### config.mk
export PLATFORM = sky130hd
export DESIGN_NAME = act_tile_sequencer_flat
export DESIGN_NICKNAME = d
export VERILOG_FILES = /design/src/rtl/act_tile_sequencer_pkg.sv /design/src/rtl/act_tile_sequencer_if.sv /design/src/rtl/act_tile_sequencer_tile_cycle_counter.sv /design/src/rtl/act_tile_sequencer.sv /design/src/flat_wrapper.sv
export SDC_FILE = /design/constraint.sdc
export NUM_CORES = 1
export LEC_CHECK = 0
export ABC_AREA = 1
export CAP_MARGIN = 0
export CORE_MARGIN = 2
export CORE_UTILIZATION = 53
export DETAILED_ROUTE_END_ITERATION = 10
export GPL_TIMING_DRIVEN = 0
export HOLD_SLACK_MARGIN = 0.03
export PLACE_DENSITY = 0.87
export SYNTH_ARGS = -nofsm -noshare
export SYNTH_HDL_FRONTEND = slang
export SYNTH_HIERARCHICAL = 1
export SYNTH_SLANG_ARGS = --single-unit
### constraint.sdc
create_clock -name clk -period 2.8 [get_ports clk]
set_clock_uncertainty 0.15 [all_clocks]
set_input_delay 0.56 -clock clk [delete_from_list [all_inputs] [get_ports clk]]
set_output_delay 0.56 -clock clk [all_outputs]
set_load 0.01 [all_outputs]
### src/rtl/act_tile_sequencer_pkg.sv
// Shared types and constants for the activation tile sequencer.
// Sizing helpers let modules derive tile constants from their own SIZE parameter.
package act_tile_sequencer_pkg;

  localparam int ACT_WIDTH   = 7;
  localparam int STALL_WIDTH = 16;
  localparam int DEF_SIZE    = 8;

  typedef enum logic [2:0] {
    ST_IDLE,
    ST_LOAD,
    ST_SETTLE,
    ST_WAITW,
    ST_CALC,
    ST_DRAIN,
    ST_DONE
  } tile_state_e;

  function automatic int calc_cycles(input int size);
    return 2 * size - 1;
  endfunction

  function automatic int tile_beats(input int size);
    return size * size;
  endfunction

  localparam int CALC_CYCLES = calc_cycles(DEF_SIZE);
  localparam int TILE_BEATS  = tile_beats(DEF_SIZE);

endpackage

### src/rtl/act_tile_sequencer_if.sv
// Activation stream and activation-memory write/feed bus of the tile sequencer.
// Stream handshake: a beat transfers on a rising clk edge where act_valid & act_ready are both high.
interface act_tile_sequencer_if
  import act_tile_sequencer_pkg::*;
#(
  parameter int ADDR_WIDTH = 6
);

  logic                  act_valid;
  logic [ACT_WIDTH-1:0]  act_data;
  logic                  act_ready;

  logic [ACT_WIDTH-1:0]  Activation;
  logic [ADDR_WIDTH-1:0] Activation_Mem_Address_in;
  logic                  load_mem_done;
  logic                  Cal;

  modport master (
    output act_valid, act_data,
    input  act_ready, Activation, Activation_Mem_Address_in, load_mem_done, Cal
  );

  modport slave (
    input  act_valid, act_data,
    output act_ready, Activation, Activation_Mem_Address_in, load_mem_done, Cal
  );

endinterface

### src/rtl/act_tile_sequencer_tile_cycle_counter.sv
// Loadable down-counter with a zero flag; times the CALC and DRAIN phases.
// A load takes priority over counting so a phase can be re-armed on its last cycle.
module tile_cycle_counter #(
  parameter int WIDTH = 4
) (
  input  logic             clk,
  input  logic             rst,
  input  logic             load,
  input  logic [WIDTH-1:0] load_value,
  input  logic             en,
  output logic             zero
);

  logic [WIDTH-1:0] count;

  always_ff @(posedge clk or negedge rst) begin
    if (!rst) begin
      count <= '0;
    end else if (load) begin
      count <= load_value;
    end else if (en && (count != '0)) begin
      count <= count - 1'b1;
    end
  end

  assign zero = (count == '0);

endmodule

### src/rtl/act_tile_sequencer.sv
// Sequences one activation tile: fill the activation memory, feed the array, drain, report.
// Optional build macro TILE_PERF_EN adds the stall_cycles performance counter.
module act_tile_sequencer
  import act_tile_sequencer_pkg::*;
#(
  parameter int SIZE         = DEF_SIZE,
  parameter int DRAIN_CYCLES = 8,
  parameter int ADDR_WIDTH   = $clog2(SIZE * SIZE)
) (
  input  logic                     clk,
  input  logic                     rst,
  input  logic                     start,
  input  logic                     weight_ready,
  act_tile_sequencer_if.slave      bus,
  output logic                     busy,
  output logic                     tile_done,
`ifdef TILE_PERF_EN
  output logic [STALL_WIDTH-1:0]   stall_cycles,
`endif
  output tile_state_e              fsm_state
);

  localparam int BEATS_N = tile_beats(SIZE);
  localparam int CALC_N  = calc_cycles(SIZE);
  localparam int CNT_MAX = (CALC_N > DRAIN_CYCLES) ? CALC_N : DRAIN_CYCLES;
  localparam int CNT_W   = $clog2(CNT_MAX + 1);

  localparam logic [ADDR_WIDTH-1:0] LAST_BEAT  = ADDR_WIDTH'(BEATS_N - 1);
  localparam logic [CNT_W-1:0]      CALC_LOAD  = CNT_W'(CALC_N - 1);
  localparam logic [CNT_W-1:0]      DRAIN_LOAD = CNT_W'(DRAIN_CYCLES - 1);

  tile_state_e           state_q, state_d;
  logic [ADDR_WIDTH-1:0] beat_cnt;
  logic                  accept;
  logic                  cnt_load;
  logic [CNT_W-1:0]      cnt_value;
  logic                  cnt_en;
  logic                  cnt_zero;

  // act_ready is high exactly in LOAD, so it alone qualifies a transfer.
  assign accept    = bus.act_ready & bus.act_valid;
  assign cnt_en    = (state_q == ST_CALC) || (state_q == ST_DRAIN);
  assign fsm_state = state_q;

  always_comb begin
    state_d   = state_q;
    cnt_load  = 1'b0;
    cnt_value = '0;
    case (state_q)
      ST_IDLE:   if (start) state_d = ST_LOAD;
      ST_LOAD:   if (accept && (beat_cnt == LAST_BEAT)) state_d = ST_SETTLE;
      ST_SETTLE: state_d = ST_WAITW;
      ST_WAITW: begin
        if (weight_ready) begin
          state_d   = ST_CALC;
          cnt_load  = 1'b1;
          cnt_value = CALC_LOAD;
        end
      end
      ST_CALC: begin
        if (cnt_zero) begin
          state_d   = ST_DRAIN;
          cnt_load  = 1'b1;
          cnt_value = DRAIN_LOAD;
        end
      end
      ST_DRAIN:  if (cnt_zero) state_d = ST_DONE;
      ST_DONE:   state_d = ST_IDLE;
      default:   state_d = ST_IDLE;
    endcase
  end

  // Outputs are flops loaded from the next state, so they track state_q exactly.
  always_ff @(posedge clk or negedge rst) begin
    if (!rst) begin
      state_q           <= ST_IDLE;
      bus.act_ready     <= 1'b0;
      bus.load_mem_done <= 1'b1;
      bus.Cal           <= 1'b0;
      busy              <= 1'b0;
      tile_done         <= 1'b0;
    end else begin
      state_q           <= state_d;
      bus.act_ready     <= (state_d == ST_LOAD);
      bus.load_mem_done <= !((state_d == ST_LOAD) || (state_d == ST_SETTLE));
      bus.Cal           <= (state_d == ST_CALC);
      busy              <= (state_d != ST_IDLE);
      tile_done         <= (state_d == ST_DONE);
    end
  end

  // Write data/address hold between beats; rewriting the same word is harmless.
  always_ff @(posedge clk or negedge rst) begin
    if (!rst) begin
      beat_cnt                      <= '0;
      bus.Activation                <= '0;
      bus.Activation_Mem_Address_in <= '0;
    end else if ((state_q == ST_IDLE) && start) begin
      beat_cnt <= '0;
    end else if (accept) begin
      bus.Activation                <= bus.act_data;
      bus.Activation_Mem_Address_in <= beat_cnt;
      beat_cnt                      <= beat_cnt + 1'b1;
    end
  end

  tile_cycle_counter #(
    .WIDTH(CNT_W)
  ) u_phase_cnt (
    .clk       (clk),
    .rst       (rst),
    .load      (cnt_load),
    .load_value(cnt_value),
    .en        (cnt_en),
    .zero      (cnt_zero)
  );

`ifdef TILE_PERF_EN
  logic stall_now;

  assign stall_now = ((state_q == ST_LOAD) && !bus.act_valid) || (state_q == ST_WAITW);

  always_ff @(posedge clk or negedge rst) begin
    if (!rst) begin
      stall_cycles <= '0;
    end else if ((state_q == ST_IDLE) && start) begin
      stall_cycles <= '0;
    end else if (stall_now && (stall_cycles != {STALL_WIDTH{1'b1}})) begin
      stall_cycles <= stall_cycles + 1'b1;
    end
  end
`endif

endmodule

### src/flat_wrapper.sv
// flat-port wrapper written by rule: the top's interface ports become plain ports
module act_tile_sequencer_flat import act_tile_sequencer_pkg::*;
#(
  parameter int SIZE         = DEF_SIZE,
  parameter int DRAIN_CYCLES = 8,
  parameter int ADDR_WIDTH   = $clog2(SIZE * SIZE)
)
  (clk, rst, start, weight_ready, busy, tile_done, fsm_state, bus_act_valid, bus_act_data, bus_act_ready, bus_Activation, bus_Activation_Mem_Address_in, bus_load_mem_done, bus_Cal);
  act_tile_sequencer_if #(.ADDR_WIDTH(ADDR_WIDTH)) bus_i ();
  input  logic clk;
  input  logic rst;
  input  logic start;
  input  logic weight_ready;
  output logic busy;
  output logic tile_done;
  output tile_state_e fsm_state;
  input wire logic [$bits(bus_i.act_valid)-1:0] bus_act_valid;
  input wire logic [$bits(bus_i.act_data)-1:0] bus_act_data;
  output wire logic [$bits(bus_i.act_ready)-1:0] bus_act_ready;
  output wire logic [$bits(bus_i.Activation)-1:0] bus_Activation;
  output wire logic [$bits(bus_i.Activation_Mem_Address_in)-1:0] bus_Activation_Mem_Address_in;
  output wire logic [$bits(bus_i.load_mem_done)-1:0] bus_load_mem_done;
  output wire logic [$bits(bus_i.Cal)-1:0] bus_Cal;
  assign bus_i.act_valid = bus_act_valid;
  assign bus_i.act_data = bus_act_data;
  assign bus_act_ready = bus_i.act_ready;
  assign bus_Activation = bus_i.Activation;
  assign bus_Activation_Mem_Address_in = bus_i.Activation_Mem_Address_in;
  assign bus_load_mem_done = bus_i.load_mem_done;
  assign bus_Cal = bus_i.Cal;
  act_tile_sequencer #(.SIZE(SIZE), .DRAIN_CYCLES(DRAIN_CYCLES), .ADDR_WIDTH(ADDR_WIDTH)) u_core (.clk(clk), .rst(rst), .start(start), .weight_ready(weight_ready), .bus(bus_i), .busy(busy), .tile_done(tile_done), .fsm_state(fsm_state));
endmodule
==> impl_metrics.ini, run 1 <==
[run_status]
outcome = finished, final reports clean

[placement]
place_area_um2 = 1810
placed_cells = 241
place_ws_ns = 0.189
io_buffers = 32
place_congestion = 0.823
dpl.hpwl_mm = 2.15

[timing]
min_period_ns = 2.26
finalHoldViolCount = 0
setup_tns_ns = 0
final.setup.worst_slack_ns = 0.540
clock.fmax_mhz = 442
worst_pin_slew_ns = 0.994
rsz0062_at_grt = no
fin_crit_sh_pct = 80.7
whs_ns = 0.100
setup_viol = 0
final-max-slew-violation-count = 0
slew_headroom_pct = 33.1

[power_and_ir_drop]
power_mw = 1.93
p_switching_mw = 0.778
p_int_mw = 1.16
worst_ir_drop_vdd_v = 0.000785
p_comb_share_pct = 47.6
p_seq_share_pct = 38.3
p_sw_share_pct = 40.2
p_leak_nw = 0.955
p_clk_share_pct = 14.1
p_per_area_nw_per_um2 = 1040

[yosys]
synthCells = 179
syn_area_um2 = 1450
yosys_warnings = 6
synth.avg_cell_area_um2 = 8.09
synth_nets = 193
yosysSeqAreaShare_pct = 53.6
synth-seq-cells = 31
yosysUniqueCellTypes = 21

[route]
first_pass_iters = 4
drt_wl_total_mm = 2.94
dr.first_iter.drc_count = 41
ant_nets = 0
routed_via_density = 5.08
routedWlPerCell_um = 11.8
drc = 0
vias = 1266

[layout]
fillers = 204
layoutNonFillerInstCount = 249
syn_to_final_growth_pct = 28.5
diodes = 0
drive_gt1_share_pct = 9.59
design_area_um2 = 1860
fin_nets = 232
utilization_pct = 73.2

[grt]
track_usage_pct = 21.5
grt_pass1_vias = 1189
grt_max_degree = 32
grt_first_pass_wirelength_mm = 5.21
antenna_found_initial = 0
grt-ovfl-total = 0

[worst_setup_path]
rrSetupSlack_ns = 0.64
start_kind = primary input
path_buf_inv = 3
required_ns = 2.88
crit_fanout = 10
max_stage_delay_ns = 0.79
cp.arrival_ns = 2.34
cp_cell_sequence = clkdlybuf4s50_1 > nand2_1 > o21ai_0 > inv_2 > nand3b_1 > nand2_1 > clkinv_1 > nand2_1
cp_slowest_cell = o21ai_0
critical-path-top-delay-family = compound AO/OA/AOI/OAI gates
worstSetupEndpointType = register
cp_common_cell = nand2_1
setup.worst_path.class = primary input to register

[die]
die_w_um = 56.3
dieArea_um2 = 3170
pin_count = 33
die_h_um = 56.3
num_rows = 18
core_area_um2 = 2540
start_util_pct = 56.9

[job]
drv_cap = 0

[clock_network]
clkLatencyLatePin_ns = 0.33
clk_pin_slew_ns = 0.10
cts_buffer_depth = 2
numCtsBuffers = 5
cts_sinks = 31
htreeDepth = 2
hold_buffers = 0
postCtsSetupBuffers = 0
cts_tree = built
ctsRootBufferMaster = clkbuf_4
cts_resized = 0

[worst_hold_path]
hold_class = primary input to async pin
-- final timing paths --
path                            depth (start not counted)                                      end                                     from
worst max-delay path                                    8              u_core/u_phase_cnt/count[3]                             weight_ready
worst min-delay path                                    1                 u_core/bus.Activation[4]                                      rst
worst max register to register                          8              u_core/u_phase_cnt/count[3]                      u_core/fsm_state[2]
worst min register to register                          2  u_core/bus.Activation_Mem_Address_in[5]  u_core/bus.Activation_Mem_Address_in[5]
max in group asynchronous                               1                           u_core/bus.Cal                                      rst
min in group clk                                        2  u_core/bus.Activation_Mem_Address_in[5]  u_core/bus.Activation_Mem_Address_in[5]
-- worst reg2reg max path, stage by stage (launching register included) --
cell      delay [ns]
dfrtp_1         0.45
inv_2           0.14
nand2_1         0.08
o21ai_0         0.79
inv_2           0.17
nand3b_1        0.14
nand2_1         0.06
clkinv_1        0.05
nand2_1         0.05
-- power by group through the flow --
stage,sequential [mW],clock (mW),combinational [mW]
after floorplan,0.787,0,0.499
after global placement,0.737,0,0.879
after detailed placement,0.746,0,0.922
after CTS,0.739,0.280,0.929
after global routing,0.765,0.302,1.03
final,0.741,0.273,0.921
-- layer usage --
metal	vias up	part of all wire [%]	global-route usage, %
met5	-	0	0
met4	0	2.2	11.9
met3	7	5.4	5.53
met2	31	50	35.5
met1	593	43	25.5
li1	635	-	-
-- Yosys cell counts --
| library cell | instances | area [um^2] |
|---|---|---|
| ha_1 | 2 | 25.0 |
| buf_8 | 1 | 15.0 |
| inv_2 | 3 | 11.3 |
| dfstp_2 | 1 | 26.3 |
| nand2_4 | 2 | 22.5 |
| nand2_1 | 68 | 255 |
| nand3_1 | 11 | 55.1 |
| nor2_2 | 3 | 18.8 |
| o21ai_0 | 12 | 60.1 |
| inv_1 | 19 | 71.3 |
| o21ai_1 | 1 | 5.00 |
| a31oi_1 | 1 | 6.26 |
| nor3_1 | 1 | 5.00 |
| a21oi_1 | 2 | 10.0 |
| clkinv_1 | 1 | 3.75 |
| nand3b_1 | 2 | 15.0 |
| nand4_1 | 1 | 6.26 |
| dfrtp_1 | 30 | 751 |
| nand2_2 | 2 | 12.5 |
| nand3_4 | 1 | 17.5 |
| nor2_1 | 15 | 56.3 |
-- final cells by class --
cell class | instances | area, um^2 | share of cell area, %
clock inverters | 1 | 5.00 | 0.269
repair buffers | 32 | 315 | 16.9
multi-input cells | 124 | 571 | 30.6
clock buffers | 7 | 55.1 | 2.96
inverters | 23 | 86.3 | 4.64
flip-flops and latches | 31 | 777 | 41.7
well taps | 30 | 37.5 | 2.02
plain buffers | 1 | 15.0 | 0.806
-- cell usage in the layout (no fill, tap or decap), drive strengths merged --
master,n
o21ai,13
nand2,72
buf,2
clkinv,2
dfstp,1
inv,22
a21oi,2
a31oi,1
nand3b,2
clkbuf,7
nand3,12
dfrtp,30
nand4,1
nor2,18
clkdlybuf4s50,31
nor3,1
ha,2
-- cells by family (layout without fill, tap and decap cells) --
logic type      Yosys count  after routing  synth area share (%)
compound gates           16             16                  5.61
buf+inv                  24             64                  6.99
flops                    31             31                  53.6
simple gates            106            106                  32.0
fa+ha+maj                 2              2                  1.73
-- state kept, by name, indices dropped and copies added, names as in the netlist --
signal,cells
u_core/busy,1
u_core/bus.Cal,1
u_core/bus.Activation,7
u_core/tile_done,1
u_core/bus.load_mem_done,1
u_core/bus.act_ready,1
u_core/beat_cnt,6
u_core/bus.Activation_Mem_Address_in,6
u_core/fsm_state,3
u_core/u_phase_cnt/count,4
Power figures use the tool's default switching activity.
==> inputs of run 2 (changes only) <==
- CORE_UTILIZATION: 53 -> 49
- PLACE_DENSITY: 0.87 -> 0.81
- clock period: 2.8 -> 2.4 ns (I/O delays scaled with it)
==> run 2 against run 1 <==
Die area increased by 7.6%. Routed wire length increased by 4.8%. Global-route usage decreased by 0.37 points. Critical path depth increased by 3. Sequential power increased by 17%. Largest cell class unchanged.
==> impl_metrics.ini, run 2 (synthesized netlist as in run 1, its figures left out) <==
[worst_setup_path]
cp_cell_sequence = inv_1 > ha_1 > nand2_2 > inv_1 > nand3_1 > o21ai_1 > inv_2 > nand3b_1 > nand2_1 > clkinv_1 > nand2_1
start_kind = register
max_stage_delay_ns = 0.41
setup.worst_path.class = register to register
crit_fanout = 10
worstSetupEndpointType = register
cp.arrival_ns = 2.24
required_ns = 2.48
cp_slowest_cell = dfrtp_1

[grt]
grt_max_degree = 32
busiest_layer = met2
met2_usage_pct = 36.1
grt_first_pass_wirelength_mm = 5.40
grt_pass1_vias = 1277
grt_use_met1_pct = 23.1
track_usage_pct = 21.1
grt-ovfl-total = 0
met3_usage_pct = 7.25
antenna_found_initial = 0

[layout]
top_regs = u_core/bus.Activation x7, u_core/beat_cnt x6, u_core/bus.Activation_Mem_Address_in x6
multiInputGateArea_um2 = 571
fin_nets = 232
fillers = 251
diodes = 0
mostFrequentLayoutCells = nand2_1, clkdlybuf4s50_1, dfrtp_1, inv_1, nor2_1
ff_latch_area_um2 = 777
largest_reg_flops = 7
drive_gt1_share_pct = 8.68
final_common_cell = nand2_1
design_area_um2 = 1850
syn_to_final_growth_pct = 27.8
regMostFlops = u_core/bus.Activation

[clock_network]
cts_tree = built
cts_sinks = 31
numCtsBuffers = 5
htreeDepth = 2
cts_buffer_depth = 2
clkLatencyLatePin_ns = 0.33
ctsRootBufferMaster = clkbuf_4
clk_pin_slew_ns = 0.09
postCtsSetupBuffers = 0

[route]
ant_nets = 0
drt_wl_total_mm = 3.08
dr.first_iter.drc_count = 51
vias = 1266
routedWlPerCell_um = 12.3
routed_via_density = 5.06
first_pass_iters = 4
drc = 0

[die]
pin_count = 33
dieArea_um2 = 3410
core_area_um2 = 2780
die_w_um = 58.4
start_util_pct = 52.1
die_h_um = 58.4
num_rows = 19

[placement]
dpl.hpwl_mm = 2.25
place_area_um2 = 1810
io_buffers = 32
place_congestion = 0.849

[timing]
final-max-slew-violation-count = 0
rsz0062_at_grt = no
worst_pin_slew_ns = 0.680
min_period_ns = 2.16
clock.fmax_mhz = 463
setup_viol = 0
finalHoldViolCount = 0
fin_crit_sh_pct = 90.1
slew_headroom_pct = 54.4
whs_ns = 0.0216

[power_and_ir_drop]
p_clk_share_pct = 12.7
p_sw_share_pct = 40.5
p_seq_share_pct = 38.8
p_leak_nw = 0.946
p_int_mw = 1.33
p_switching_mw = 0.902
worst_ir_drop_vdd_v = 0.000812
p_comb_share_pct = 48.5
p_per_area_nw_per_um2 = 1200
power_mw = 2.23

[worst_hold_path]
hold_class = primary input to async pin

[run_status]
outcome = finished, final reports clean

[job]
drv_cap = 0
## run 2: layout make-up
| type | count | share of cell area [%] |
|---|---|---|
| inverters | 23 | 4.66 |
| repair buffers | 32 | 17.0 |
| flip-flops and latches | 31 | 42.0 |
| plain buffers | 1 | 0.811 |
| well taps | 31 | 2.09 |
| clock buffers | 8 | 2.64 |
| multi-input cells | 124 | 30.8 |
## run 2: layer usage
metal | vias to the layer above | share of wire, %
li1 | 637 | -
met1 | 575 | 39
met2 | 43 | 51
met3 | 11 | 7.1
met4 | 0 | 2.6
met5 | - | 0
## run 2: through the flow
| stage | worst slack (ns) | TNS (ns) | utilization (%) | cells |
|---|---|---|---|---|
| 4_1_cts | 0.148 | 0 | 66.8 | 250 |
| 3_3_place_gp | -0.110 | -0.268 | 65.0 | 242 |
| 2_1_floorplan | 0.480 | 0 | - | 179 |
| 3_5_place_dp | -0.211 | -0.608 | 65.0 | 242 |
| 6_report | 0.238 | 0 | 66.6 | 250 |
| 5_1_grt | 0.0950 | 0 | 66.6 | 250 |
## run 2: timing repair
action / 4_1_cts / 5_1_grt
gates resized for setup: 0 / 1
hold endpoints to repair: 0 / 0
hold buffers: 0 / 0
endpoints found under the setup margin: 0 / 2
## run 2: critical path: cells and delay by family (launching register included)
family	cells	cell delay, ns
fa+ha+maj	1	0.21
flops	1	0.41
simple gates	5	0.46
compound gates	1	0.40
buf+inv	4	0.40
## run 2: worst paths after layout
check,from,end,slack (ns),cells past startpoint
hold / removal,rst,u_core/bus.Activation_Mem_Address_in[1],0.02,1
hold reg to reg,u_core/bus.Activation[0],u_core/bus.Activation[0],0.33,2
max in group asynchronous,rst,u_core/u_phase_cnt/count[2],1.64,1
min in group clk,u_core/bus.Activation[0],u_core/bus.Activation[0],0.33,2
setup reg to reg,u_core/u_phase_cnt/count[0],u_core/u_phase_cnt/count[3],0.24,11
setup / recovery,u_core/u_phase_cnt/count[0],u_core/u_phase_cnt/count[3],0.24,11
## run 2: power groups by stage
stage                     combinational, mW  clock [mW]  sequential (mW)
final                                  1.08       0.282            0.865
after global routing                   1.21       0.319            0.898
after CTS                              1.09       0.295            0.866
after detailed placement               1.08           0            0.875
after global placement                 1.03           0            0.858
after floorplan                       0.582           0            0.918
==> inputs of run 3 (changes only) <==
- MAX_ROUTING_LAYER: unset -> met4
==> run 3 against run 2 <==
Die area did not move. Critical path depth did not move. Clock-buffer cell count did not move. Fmax fell by 1.0%. Non-clock buffer count did not move. Hold slack got worse by 0.0014 ns. Global-route usage rose by 0.64 points. Worst setup slack got worse by 0.023 ns. Critical endpoint unchanged.
==> impl_metrics.ini, run 3 (synthesized netlist as in run 1, its figures left out) <==
[placement]
dpl.hpwl_mm = 2.25
io_buffers = 32
place_area_um2 = 1810
place_ws_ns = -0.211
place_congestion = 0.862
placed_cells = 242

[timing]
setup_tns_ns = 0
min_period_ns = 2.18
finalHoldViolCount = 0
clock.fmax_mhz = 458
final.setup.worst_slack_ns = 0.215
final-max-slew-violation-count = 0
worst_pin_slew_ns = 0.687
slew_headroom_pct = 53.9
fin_crit_sh_pct = 91.0
rsz0062_at_grt = no
setup_viol = 0

[worst_setup_path]
setup.worst_path.class = register to register
required_ns = 2.48
cp.arrival_ns = 2.26
start_kind = register
worstSetupEndpointType = register
crit_fanout = 10

[clock_network]
cts_buffer_depth = 2
clk_pin_slew_ns = 0.09
numCtsBuffers = 5
clkLatencyLatePin_ns = 0.33
ctsRootBufferMaster = clkbuf_4
cts_sinks = 31
postCtsSetupBuffers = 0
hold_buffers = 0
cts_resized = 0
htreeDepth = 2
cts_tree = built

[layout]
design_area_um2 = 1850
final_common_cell = nand2_1
largest_reg_flops = 7
layoutNonFillerInstCount = 250
drive_gt1_share_pct = 8.68
mostFrequentLayoutCells = nand2_1, clkdlybuf4s50_1, dfrtp_1, inv_1, nor2_1
top_regs = u_core/bus.Activation x7, u_core/beat_cnt x6, u_core/bus.Activation_Mem_Address_in x6
diodes = 0
fin_nets = 232
syn_to_final_growth_pct = 27.8
regMostFlops = u_core/bus.Activation

[run_status]
outcome = finished, final reports clean

[die]
pin_count = 33
core_area_um2 = 2780
dieArea_um2 = 3410
die_h_um = 58.4
start_util_pct = 52.1
die_w_um = 58.4
num_rows = 19

[route]
ant_nets = 0
first_pass_iters = 4
vias = 1260
drt_wl_total_mm = 3.11
routed_via_density = 5.04
drc = 0
routedWlPerCell_um = 12.5
dr.first_iter.drc_count = 54

[grt]
grt_pass1_vias = 1278
antenna_found_initial = 0
track_usage_pct = 21.8
grt-ovfl-total = 0
grt_first_pass_wirelength_mm = 5.39
grt_max_degree = 32

[worst_hold_path]
hold_class = primary input to async pin

[job]
drv_cap = 0

[power_and_ir_drop]
p_leak_nw = 0.946
p_per_area_nw_per_um2 = 1210
worst_ir_drop_vdd_v = 0.000812
[run 3: worst paths after layout]
kind | from | endpoint | slack [ns] | cells past startpoint
max | u_core/u_phase_cnt/count[0] | u_core/u_phase_cnt/count[3] | 0.22 | 11
max in group asynchronous | rst | u_core/u_phase_cnt/count[0] | 1.64 | 1
min reg2reg | u_core/bus.Activation[0] | u_core/bus.Activation[0] | 0.33 | 2
min in group clk | u_core/bus.Activation[0] | u_core/bus.Activation[0] | 0.33 | 2
min | rst | u_core/bus.Activation[6] | 0.02 | 1
max reg2reg | u_core/u_phase_cnt/count[0] | u_core/u_phase_cnt/count[3] | 0.22 | 11
[run 3: per-layer routing]
layer	GRT usage, %	vias to the layer above	part of all wire [%]	routed length [um]
li1	-	636	-	-
met1	23.1	572	40	1260
met2	36.1	41	50	1560
met3	7.25	11	7.0	217
met4	11.0	0	2.5	79
met5	-	-	0	0
[run 3: per-stage QoR]
stage | hold slack [ns] | power [mW] | util [%]
2_1_floorplan | 0.0344 | 1.50 | -
4_1_cts | 0.339 | 2.25 | 66.8
5_1_grt | 0.0676 | 2.43 | 66.6
6_report | 0.0202 | 2.23 | 66.6
3_3_place_gp | 0.311 | 1.89 | 65.0
3_5_place_dp | 0.315 | 1.96 | 65.0
[run 3: worst max-delay path: stages, from the launching register on]
cell,delay [ns]
dfrtp_1,0.42
inv_1,0.11
ha_1,0.21
nand2_2,0.10
inv_1,0.08
nand3_1,0.13
o21ai_1,0.41
inv_2,0.18
nand3b_1,0.14
nand2_1,0.06
clkinv_1,0.04
nand2_1,0.04
[run 3: layout make-up]
type / instances / area (um^2)
repair buffers: 32 / 315
well taps: 31 / 38.8
inverters: 23 / 86.3
plain buffers: 1 / 15.0
fillers: 251 / 930
flip-flops and latches: 31 / 777
clock buffers: 8 / 48.8
multi-input cells: 124 / 571
[run 3: where the power goes]
part | internal (mW) | total, mW | switching, mW | leakage [nW]
combinational | 0.489 | 1.08 | 0.594 | 0.520
sequential | 0.722 | 0.867 | 0.145 | 0.399
clock | 0.117 | 0.283 | 0.166 | 0.0265
